### src/rtl/dnn_pkg.sv
`default_nettype none
// ============================================================================
//  Module      : dnn_pkg
//  Description : Shared configuration, state encoding and per-layer geometry
//                helpers for the dense-stack weight sequencer.
//                LNN entries are listed in literal order, so LNN[0] is the
//                first value of the list; layer k has LNN[N-1-k] nerves.
//  Revision    : 1.0 - initial release
// ============================================================================
package dnn_pkg;

    localparam int DNN_NUM_LAYERS     = 4;
    localparam int DNN_MAX_NUM_NERVES = 6;
    localparam int DNN_M_W_BIT_SIZE   = 16;
    localparam int DNN_IMAGE_SIZE     = 16;

    typedef int lnn_t [DNN_NUM_LAYERS];
    localparam lnn_t DNN_LNN = '{2, 3, 5, 6};

    // Row counter must hold the largest per-layer row count.
    localparam int ROW_W = $clog2(((DNN_IMAGE_SIZE > DNN_MAX_NUM_NERVES) ?
                                   DNN_IMAGE_SIZE : DNN_MAX_NUM_NERVES) + 1);
    // Layer counter runs one past the last layer at the end of a load.
    localparam int LAY_W = $clog2(DNN_NUM_LAYERS + 1);

    typedef enum logic [1:0] {
        IDLE = 2'd0,
        LOAD = 2'd1,
        DONE = 2'd2
    } state_t;

    // Rows fed to layer k equal the output count of layer k-1.
    function automatic int rows_of(input int k, input int image_size, input lnn_t lnn);
        int r;
        if (k == 0) r = image_size;
        else        r = lnn[DNN_NUM_LAYERS - k];
        return r;
    endfunction

    function automatic int lanes_of(input int k, input lnn_t lnn);
        return lnn[DNN_NUM_LAYERS - 1 - k];
    endfunction

endpackage
`default_nettype wire

### src/rtl/dnn_lane_mask.sv
`default_nettype none
// ============================================================================
//  Module      : dnn_lane_mask
//  Description : Combinational lane mask. Keeps the top i_lane_cnt lanes of a
//                weight row and drives the remaining low lanes to zero.
//  Ports       : i_row      - input weight row
//                i_lane_cnt - number of active (MSB) lanes
//                o_row      - masked weight row
//  Revision    : 1.0 - initial release
// ============================================================================
module dnn_lane_mask #(
    parameter int N_LANES = 6,
    parameter int LANE_W  = 16,
    parameter int CNT_W   = 3
) (
    input  logic [N_LANES-1:0][LANE_W-1:0] i_row,
    input  logic [CNT_W-1:0]               i_lane_cnt,
    output logic [N_LANES-1:0][LANE_W-1:0] o_row
);

    always_comb begin
        o_row = '0;
        for (int i = 0; i < N_LANES; i++) begin
            if (i >= (N_LANES - int'(i_lane_cnt))) o_row[i] = i_row[i];
        end
    end

endmodule
`default_nettype wire

### src/rtl/dnn_weight_sequencer.sv
`default_nettype none
// ============================================================================
//  Module      : dnn_weight_sequencer
//  Description : Handshaked, stallable, abortable weight-row loader for the
//                dense stack. Routes each accepted row to the layer being
//                loaded with a one-hot enable and per-layer lane masking.
//  Ports       : clk, res_n        - clock, synchronous active-low reset
//                in_start/in_abort - (re)load request / cancel load
//                in_w_valid/in_weights, out_w_ready - row input handshake
//                out_w_en/out_w_valid/out_weights/out_row - registered row out
//                out_busy/out_loaded/out_done - status
//  Revision    : 1.0 - initial release
// ============================================================================
module dnn_weight_sequencer
    import dnn_pkg::*;
#(
    parameter int   NUM_LAYERS     = DNN_NUM_LAYERS,
    parameter int   MAX_NUM_NERVES = DNN_MAX_NUM_NERVES,
    parameter int   M_W_BIT_SIZE   = DNN_M_W_BIT_SIZE,
    parameter int   IMAGE_SIZE     = DNN_IMAGE_SIZE,
    parameter lnn_t LNN            = DNN_LNN
) (
    input  logic                                       clk,
    input  logic                                       res_n,
    input  logic                                       in_start,
    input  logic                                       in_abort,
    input  logic                                       in_w_valid,
    input  logic [MAX_NUM_NERVES-1:0][M_W_BIT_SIZE-1:0] in_weights,
    output logic                                       out_w_ready,
    output logic [NUM_LAYERS-1:0]                      out_w_en,
    output logic                                       out_w_valid,
    output logic [MAX_NUM_NERVES-1:0][M_W_BIT_SIZE-1:0] out_weights,
    output logic [ROW_W-1:0]                           out_row,
    output logic                                       out_busy,
    output logic                                       out_loaded,
    output logic                                       out_done
);

    localparam int c_lane_w = $clog2(MAX_NUM_NERVES + 1);
    localparam int c_idx_w  = $clog2(NUM_LAYERS);

    state_t                                     r_state;
    state_t                                     w_next_state;
    logic [ROW_W-1:0]                           r_row;
    logic [LAY_W-1:0]                           r_layer;
    logic                                       r_loaded;
    logic                                       r_w_valid;
    logic [NUM_LAYERS-1:0]                      r_w_en;
    logic [MAX_NUM_NERVES-1:0][M_W_BIT_SIZE-1:0] r_weights;
    logic [ROW_W-1:0]                           r_out_row;
    logic                                       r_done;

    logic                                       w_ready;
    logic                                       w_xfer;
    logic                                       w_accept;
    logic                                       w_row_last;
    logic                                       w_last_layer;
    logic [c_idx_w-1:0]                         w_lay_idx;
    logic [ROW_W-1:0]                           w_last_row_tbl [NUM_LAYERS];
    logic [c_lane_w-1:0]                        w_lanes_tbl    [NUM_LAYERS];
    logic [MAX_NUM_NERVES-1:0][M_W_BIT_SIZE-1:0] w_masked;

    for (genvar k = 0; k < NUM_LAYERS; k++) begin : g_layer_tbl
        assign w_last_row_tbl[k] = ROW_W'(rows_of(k, IMAGE_SIZE, LNN) - 1);
        assign w_lanes_tbl[k]    = c_lane_w'(lanes_of(k, LNN));
    end

    // Layer counter reaches NUM_LAYERS only after the load completes, when
    // the truncated index is no longer consumed.
    assign w_lay_idx    = r_layer[c_idx_w-1:0];
    assign w_row_last   = (r_row == w_last_row_tbl[w_lay_idx]);
    assign w_last_layer = (r_layer == LAY_W'(NUM_LAYERS - 1));
    assign w_xfer       = in_w_valid && w_ready;
    // A row moved in the abort cycle is dropped.
    assign w_accept     = w_xfer && !in_abort;

    dnn_lane_mask #(
        .N_LANES (MAX_NUM_NERVES),
        .LANE_W  (M_W_BIT_SIZE),
        .CNT_W   (c_lane_w)
    ) u_lane_mask (
        .i_row      (in_weights),
        .i_lane_cnt (w_lanes_tbl[w_lay_idx]),
        .o_row      (w_masked)
    );

    // State register
    always_ff @(posedge clk) begin
        if (!res_n) r_state <= IDLE;
        else        r_state <= w_next_state;
    end

    // Next-state logic
    always_comb begin
        w_next_state = r_state;
        case (r_state)
            IDLE: if (in_start) w_next_state = LOAD;
            LOAD: begin
                if (in_abort)                                w_next_state = IDLE;
                else if (w_xfer && w_last_layer && w_row_last) w_next_state = DONE;
            end
            DONE:    w_next_state = IDLE;
            default: w_next_state = IDLE;
        endcase
    end

    // State-decoded outputs
    always_comb begin
        w_ready = 1'b0;
        case (r_state)
            LOAD:    w_ready = 1'b1;
            default: w_ready = 1'b0;
        endcase
    end

    // Counters and registered row output
    always_ff @(posedge clk) begin
        if (!res_n) begin
            r_row     <= '0;
            r_layer   <= '0;
            r_loaded  <= 1'b0;
            r_w_valid <= 1'b0;
            r_w_en    <= '0;
            r_weights <= '0;
            r_out_row <= '0;
            r_done    <= 1'b0;
        end else begin
            r_w_valid <= w_accept;
            r_w_en    <= w_accept ? (NUM_LAYERS'(1) << w_lay_idx) : '0;
            r_done    <= w_accept && w_last_layer && w_row_last;
            if (w_accept) begin
                r_weights <= w_masked;
                r_out_row <= r_row;
            end
            case (r_state)
                IDLE: begin
                    if (in_start) begin
                        r_row    <= '0;
                        r_layer  <= '0;
                        r_loaded <= 1'b0;
                    end
                end
                LOAD: begin
                    if (in_abort) begin
                        r_row   <= '0;
                        r_layer <= '0;
                    end else if (w_xfer) begin
                        if (w_row_last) begin
                            r_row   <= '0;
                            r_layer <= r_layer + LAY_W'(1);
                            if (w_last_layer) r_loaded <= 1'b1;
                        end else begin
                            r_row <= r_row + ROW_W'(1);
                        end
                    end
                end
                default: ;
            endcase
        end
    end

    assign out_w_ready = w_ready;
    assign out_busy    = w_ready;
    assign out_w_en    = r_w_en;
    assign out_w_valid = r_w_valid;
    assign out_weights = r_weights;
    assign out_row     = r_out_row;
    assign out_loaded  = r_loaded;
    assign out_done    = r_done;

endmodule
`default_nettype wire

### config.mk
export PLATFORM = sky130hd
export DESIGN_NAME = dnn_weight_sequencer
export DESIGN_NICKNAME = d
export VERILOG_FILES = /design/src/rtl/dnn_pkg.sv /design/src/rtl/dnn_lane_mask.sv /design/src/rtl/dnn_weight_sequencer.sv
export SDC_FILE = /design/constraint.sdc
export NUM_CORES = 1
export LEC_CHECK = 0
export BUFFER_PORTS_ARGS = -buffer_cell sky130_fd_sc_hd__buf_2
export CORE_MARGIN = 1.5
export CORE_UTILIZATION = 52
export DETAILED_ROUTE_END_ITERATION = 10
export MAX_ROUTING_LAYER = met4
export PLACE_DENSITY = 0.86
export SYNTH_ARGS = -nofsm -noshare
export SYNTH_HDL_FRONTEND = slang
export SYNTH_HIERARCHICAL = 1
export SYNTH_SLANG_ARGS = --single-unit
### constraint.sdc
create_clock -name clk -period 5 [get_ports clk]
set_clock_uncertainty 0.15 [all_clocks]
set_input_delay 0.25 -clock clk [delete_from_list [all_inputs] [get_ports clk]]
set_output_delay 0.25 -clock clk [all_outputs]
set_load 0.1 [all_outputs]
==> results.ini, run 1 <==
[critical_path]
critPathCaptureType=register
cp.required_ns=5.18
r2r_cells=10
start_kind=register
cp_max_fo=26
worstPathArrival_ns=3.52
crit_type=reg2reg

[die]
core_area_um2=9330
io_pins=211
initial_utilization=0.542
num_rows=35
die_h_um=102
die_w_um=102
die_area_um2=10300

[min_path]
holdPathStages=4
hold_path_class=in2reg

[synth]
ys_ff_latch=118
ys_seq_area_frac=0.468
postSynthCellCount=636
synth_cell_type_count=44
synth-async-reset-ratio=0
ys.flop_type=dfxtp_1
avgSynthCellArea_um2=7.94
synth_top_area_cell=dfxtp_1
synth_edf_count=0
synth_common_cells=206 x nand2_1, 118 x dfxtp_1, 101 x a21oi_1
syn-num-nets=745
yosysWarnings=6
syn_area_um2=5050
yosysMostFrequentCell=nand2_1
yosysTopAreaCellShare=0.468
synth.area.top_cells=dfxtp_1 47%, nand2_1 15%, a21oi_1 10%, and2_1 4.1%, nor2b_1 4.0%

[clocking]
clkSlewWorstSetupHoldPaths_ns=0.05
numCtsBuffers=17
ctsHoldBuffers=89
ctsResizeCount=0
cts_buffer_depth=2
cts_tree=done
cts_setup_buffers=0
cts-root-buf=clkbuf_8
clkLatencyLatePin_ns=0.49
clock-sinks=118
htree_num_levels=4

[power]
switchingPower_w=0.000681
power.share.switching=0.260
leakage_nw=3.40
pwr-share-comb=0.141
clkPwrFrac=0.487
max-vdd-ir-drop_uv=275
total_power_w=0.00262
pwr-share-seq=0.371
power_density_nw_per_um2=345
p_int_w=0.00194

[layout]
area_delta_synth_final_pct=50.5
nets=1023
register_area_um2=2360
multi_input_area_um2=2450
drive_gt1_frac=0.297
diodes=0
fillers=583

[routing]
routed_via_density=5.11
post-route-drc-count=0
totalWireLength_um=15500
num_vias=5396
final_antenna_net_count=0
drtPass1Iterations=5
drt_iter0_drc=206
wl_per_cell_um=14.7

[sta]
fin_crit_sh=0.669
whs_ns=0.0313
rsz0062_at_grt=no
hold_viol_final=0
period_minus_slack_ns=3.35
slew_violations=0
max-slew-margin-rel=0.279
worst_pin_slew_ns=1.08
setup_viol=0
fin_tns_setup_ns=0
fmax_mhz=299

[grt]
gr-total-overflow=0
grt_pass1_vias=5203
grt_usage=0.310
grt_max_degree=106
antenna_found_initial=0
grt_pass1_wl_um=24300

[place]
dp_hpwl_um=8830
gp_congestion=0.839
io_buffer_count=210

[job]
cap_violations=0

[outcome]
status=completed

==> metal layers <==
metal | vias up | share of wire | wire [um] | GRT usage
met1 | 2469 | 0.38 | 5930 | 0.319
met2 | 261 | 0.51 | 7900 | 0.548
met3 | 52 | 0.073 | 1140 | 0.0704
li1 | 2614 | - | - | -
met5 | - | 0 | 0 | -
met4 | 0 | 0.037 | 575 | 0.162
==> registers in the layout, indices dropped and copies added, names as in the netlist <==
register     flops
r_layer          3
r_row            5
out_weights     96
out_loaded       1
out_done         1
out_w_en         4
out_w_valid      1
r_state          2
out_row          5
==> cell usage in the layout (no fill, tap or decap), types with 2 or more instances in the layout <==
cell type | netlist | final
and2_1 | 33 | 33
clkinvlp_4 | 0 | 2
a21oi_1 | 101 | 101
clkbuf_16 | 0 | 16
inv_1 | 7 | 7
nand3b_1 | 3 | 3
bufinv_16 | 0 | 4
o22ai_1 | 2 | 2
dfxtp_1 | 118 | 118
mux2i_1 | 2 | 2
nor3_1 | 3 | 3
and3_1 | 13 | 13
clkbuf_8 | 0 | 4
clkinv_4 | 0 | 2
and3_2 | 6 | 6
buf_4 | 3 | 3
and2_2 | 6 | 6
nor4_1 | 2 | 2
nand2_1 | 206 | 206
dlygate4sd3_1 | 0 | 89
nor2b_1 | 32 | 32
xor2_1 | 2 | 2
ha_1 | 8 | 8
xnor2_1 | 6 | 6
buf_2 | 12 | 210
and2_4 | 10 | 10
nor2_1 | 11 | 11
clkinv_2 | 0 | 3
nand3_1 | 4 | 4
==> kinds of logic after synthesis <==
logic type | after synthesis | synth area share
simple gates | 337 | 0.323
flops | 118 | 0.468
compound gates | 111 | 0.119
buf+inv | 51 | 0.0478
xor+xnor | 8 | 0.0139
fa+ha+maj | 8 | 0.0198
mux | 3 | 0.00842
==> path summary, 6_finish.rpt <==
path / endpoint / start / slack [ns]
max reg2reg: out_weights[86] / r_layer[1] / 1.65
max: out_weights[86] / r_layer[1] / 1.65
min: out_weights[6] / in_weights[6] / 0.03
min reg2reg: out_weights[29] / out_weights[29] / 0.30
==> metrics by stage <==
step,instance area (um^2),utilization,cells,setup slack [ns]
floorplan,5050,-,636,2.67
global placement,6080,0.652,935,1.96
detailed placement,6080,0.652,935,1.74
CTS,7600,0.815,1056,1.71
global route,7600,0.815,1056,1.37
finish,7600,0.815,1056,1.65
==> worst max-delay path: stages, from the launching register on <==
cell,delay (ns)
dfxtp_1,0.43
inv_1,0.40
ha_1,0.34
inv_1,0.42
inv_1,0.18
ha_1,0.34
nand3b_1,0.16
nand2_1,0.31
and2_1,0.29
nand2_1,0.08
a21oi_1,0.08
==> power groups by stage <==
| stage | Sequential (W) | Clock [W] | Combinational [W] |
|---|---|---|---|
| floorplan | 0.00113 | 0 | 0.000101 |
| global placement | 0.000992 | 0 | 0.000305 |
| detailed placement | 0.000993 | 0 | 0.000309 |
| CTS | 0.000973 | 0.00129 | 0.000364 |
| global route | 0.000976 | 0.00133 | 0.000391 |
| finish | 0.000974 | 0.00128 | 0.000371 |
==> final cells by class <==
| cell class | instances | area share |
|---|---|---|
| multi-input combinational | 467 | 0.323 |
| sequential | 118 | 0.311 |
| timing repair buffer | 302 | 0.258 |
| clock buffer | 21 | 0.0604 |
| clock inverter | 11 | 0.0225 |
| tap | 129 | 0.0212 |
| inverter | 8 | 0.00411 |
No activity file was read; power rests on OpenSTA's default activity.
==> run 2: changes to the inputs <==
--- a/config.mk
+++ b/config.mk
@@ -5,12 +5,13 @@
 export SDC_FILE = /design/constraint.sdc
 export NUM_CORES = 1
 export LEC_CHECK = 0
+export ABC_AREA = 1
 export BUFFER_PORTS_ARGS = -buffer_cell sky130_fd_sc_hd__buf_2
 export CORE_MARGIN = 1.5
-export CORE_UTILIZATION = 52
+export CORE_UTILIZATION = 44
 export DETAILED_ROUTE_END_ITERATION = 10
 export MAX_ROUTING_LAYER = met4
-export PLACE_DENSITY = 0.86
+export PLACE_DENSITY = 0.77
 export SYNTH_ARGS = -nofsm -noshare
 export SYNTH_HDL_FRONTEND = slang
 export SYNTH_HIERARCHICAL = 1
==> constraint.sdc (replaced) <==
create_clock -name clk -period 2.79 [get_ports clk]
set_clock_uncertainty 0.15 [all_clocks]
set_input_delay 0.1395 -clock clk [delete_from_list [all_inputs] [get_ports clk]]
set_output_delay 0.1395 -clock clk [all_outputs]
set_load 0.1 [all_outputs]
==> run 2 against run 1 <==
- critical path depth rose by 1
- sequential share of layout area fell by 1.2 points
- clock power rose by 73%
- cell area rose by 4.1%
- sequential cell count did not move
- synthesized area rose by 2.9%
- worst setup slack got worse by 1.3 ns
- combinational power rose by 140%
- register-to-register slack got worse by 1.3 ns
==> results.ini, run 2 <==
[die]
num_rows=39
die_w_um=112
io_pins=211
die_area_um2=12500
die_h_um=112
initial_utilization=0.453
core_area_um2=11500

[grt]
grt_pass1_vias=5646
gr-total-overflow=0
grt_usage=0.270
grt_max_degree=107
grt_pass1_wl_um=26400
antenna_found_initial=0

[outcome]
status=completed

[synth]
yosysMostFrequentCell=nor2_1
avgSynthCellArea_um2=6.68
ys.flop_type=dfxtp_1
syn_area_um2=5200
ys_seq_area_frac=0.454
yosysWarnings=6
yosysTopAreaCellShare=0.454
synth.area.top_cells=dfxtp_1 45%, nor2_1 19%, o21ai_0 9.6%, inv_1 8.8%, nand2_1 5.0%
synth_top_area_cell=dfxtp_1
synth_cell_type_count=24
ys_ff_latch=118
synth-async-reset-ratio=0
synth_edf_count=0
postSynthCellCount=779
synth_common_cells=260 x nor2_1, 122 x inv_1, 118 x dfxtp_1
syn-num-nets=888

[clocking]
cts-root-buf=clkbuf_16
numCtsBuffers=17
htree_num_levels=4
cts_tree=done
cts_setup_buffers=0
clock-sinks=118
cts_buffer_depth=2
clkSlewWorstSetupHoldPaths_ns=0.05
clkLatencyLatePin_ns=0.41

[sta]
fin_tns_setup_ns=0
period_minus_slack_ns=2.47
worst_pin_slew_ns=0.970
fin_crit_sh=0.887
setup_viol=0
max-slew-margin-rel=0.353
rsz0062_at_grt=no
slew_violations=0
fmax_mhz=404
fin_ws_ns=0.315
hold_viol_final=0

[power]
leakage_nw=4.44
power_density_nw_per_um2=616
power.share.switching=0.296
clkPwrFrac=0.453
switchingPower_w=0.00144
pwr-share-seq=0.364
p_int_w=0.00344
max-vdd-ir-drop_uv=406
pwr-share-comb=0.182

[layout]
area_delta_synth_final_pct=52.2
largest_reg_flops=96
nets=1184
final_common_cell=nor2_1
layout_common_cells=260 x nor2_1, 210 x buf_2, 122 x inv_1
finalInstanceArea_um2=7910
drive_gt1_frac=0.243
diodes=0

[job]
cap_violations=0

[place]
dp_hpwl_um=9060
place_area_um2=6320
gp_congestion=0.841
dp_worst_setup_slack_ns=0.268
io_buffer_count=210

[critical_path]
critPathCaptureType=register
cp_max_fo=11
crit_type=reg2reg
worstPathArrival_ns=2.61
cp.required_ns=2.93
start_kind=register

[routing]
drt_iter0_drc=424
drtPass1Iterations=5
totalWireLength_um=16500
routed_via_density=4.77
wl_per_cell_um=13.4
final_antenna_net_count=0
post-route-drc-count=0
num_vias=5867

[min_path]
hold_path_class=in2reg

==> run 2: changes by cell type in the layout (fill, tap and decap cells not counted), moves of 9 or more <==
| cell | previous run | this run |
|---|---|---|
| a21oi_1 | 101 | 22 |
| and2_1 | 33 | 0 |
| and2_4 | 10 | 0 |
| and3_1 | 13 | 0 |
| dlygate4sd3_1 | 89 | 99 |
| inv_1 | 7 | 122 |
| nand2_1 | 206 | 69 |
| nand3_1 | 4 | 13 |
| nor2_1 | 11 | 260 |
| nor2b_1 | 32 | 0 |
| o21ai_0 | 0 | 100 |
==> run 2: worst paths after layout <==
path / from / to / slack [ns] / depth (start not counted)
max reg2reg: r_layer[0] / out_weights[43] / 0.32 / 11
max: r_layer[0] / out_weights[43] / 0.32 / 11
min reg2reg: r_layer[2] / r_layer[2] / 0.32 / 2
min: in_w_valid / r_row[0] / 0.02 / 4
==> run 2: cell type report <==
type	instances	area, um^2
Tap cell	143	179
Sequential cell	118	2360
Clock buffer	22	464
Clock inverter	10	128
Multi-Input combinational cell	493	2180
Inverter	126	473
Fill cell	909	3550
Timing Repair Buffer	319	2130
==> run 2: per-layer routing <==
| metal | track usage | up-vias | routed length [um] |
|---|---|---|---|
| li1 | - | 2941 | - |
| met1 | 0.301 | 2622 | 6740 |
| met2 | 0.450 | 241 | 8120 |
| met3 | 0.0555 | 63 | 1000 |
| met4 | 0.149 | 0 | 643 |
| met5 | - | - | 0 |
==> run 2: worst max-delay path, stage by stage (launching register included) <==
cell     delay (ns)
dfxtp_1        0.43
inv_1          0.15
ha_1           0.44
ha_1           0.23
inv_1          0.07
nand2_1        0.12
nand3_2        0.22
buf_4          0.25
nand2_1        0.08
inv_1          0.04
nor2_1         0.09
nor2_1         0.07
==> run 2: stage by stage <==
stage	util	instances	hold slack [ns]	power, W
2_1_floorplan	-	779	0.162	0.00241
3_3_place_gp	0.551	1100	0.291	0.00257
3_5_place_dp	0.551	1100	0.303	0.00257
4_1_cts	0.689	1231	0.00156	0.00489
5_1_grt	0.690	1231	0.0375	0.00505
6_report	0.690	1231	0.0208	0.00488
==> run 2: power groups by stage <==
stage	clock network [W]	registers, W	logic (W)
final	0.00221	0.00178	0.000890
after global routing	0.00233	0.00178	0.000937
after CTS	0.00224	0.00178	0.000873
after detailed placement	0	0.00181	0.000764
after global placement	0	0.00181	0.000760
after floorplan	0	0.00222	0.000189
==> run 2: logic make-up after synthesis <==
group	share of synthesized area
AO/OA/AOI/OAI	0.126
AND/OR/NAND/NOR	0.266
buffers and inverters	0.129
flip-flops	0.454
adder cells (fa/ha/maj)	0.0193
XOR/XNOR	0.00505
==> run 2: repair_timing <==
| action | in CTS | in global routing |
|---|---|---|
| hold endpoints to repair | 100 | 0 |
| resized for setup | 0 | 2 |
| hold buffers | 99 | 0 |
| endpoints found under the setup margin | 0 | 22 |
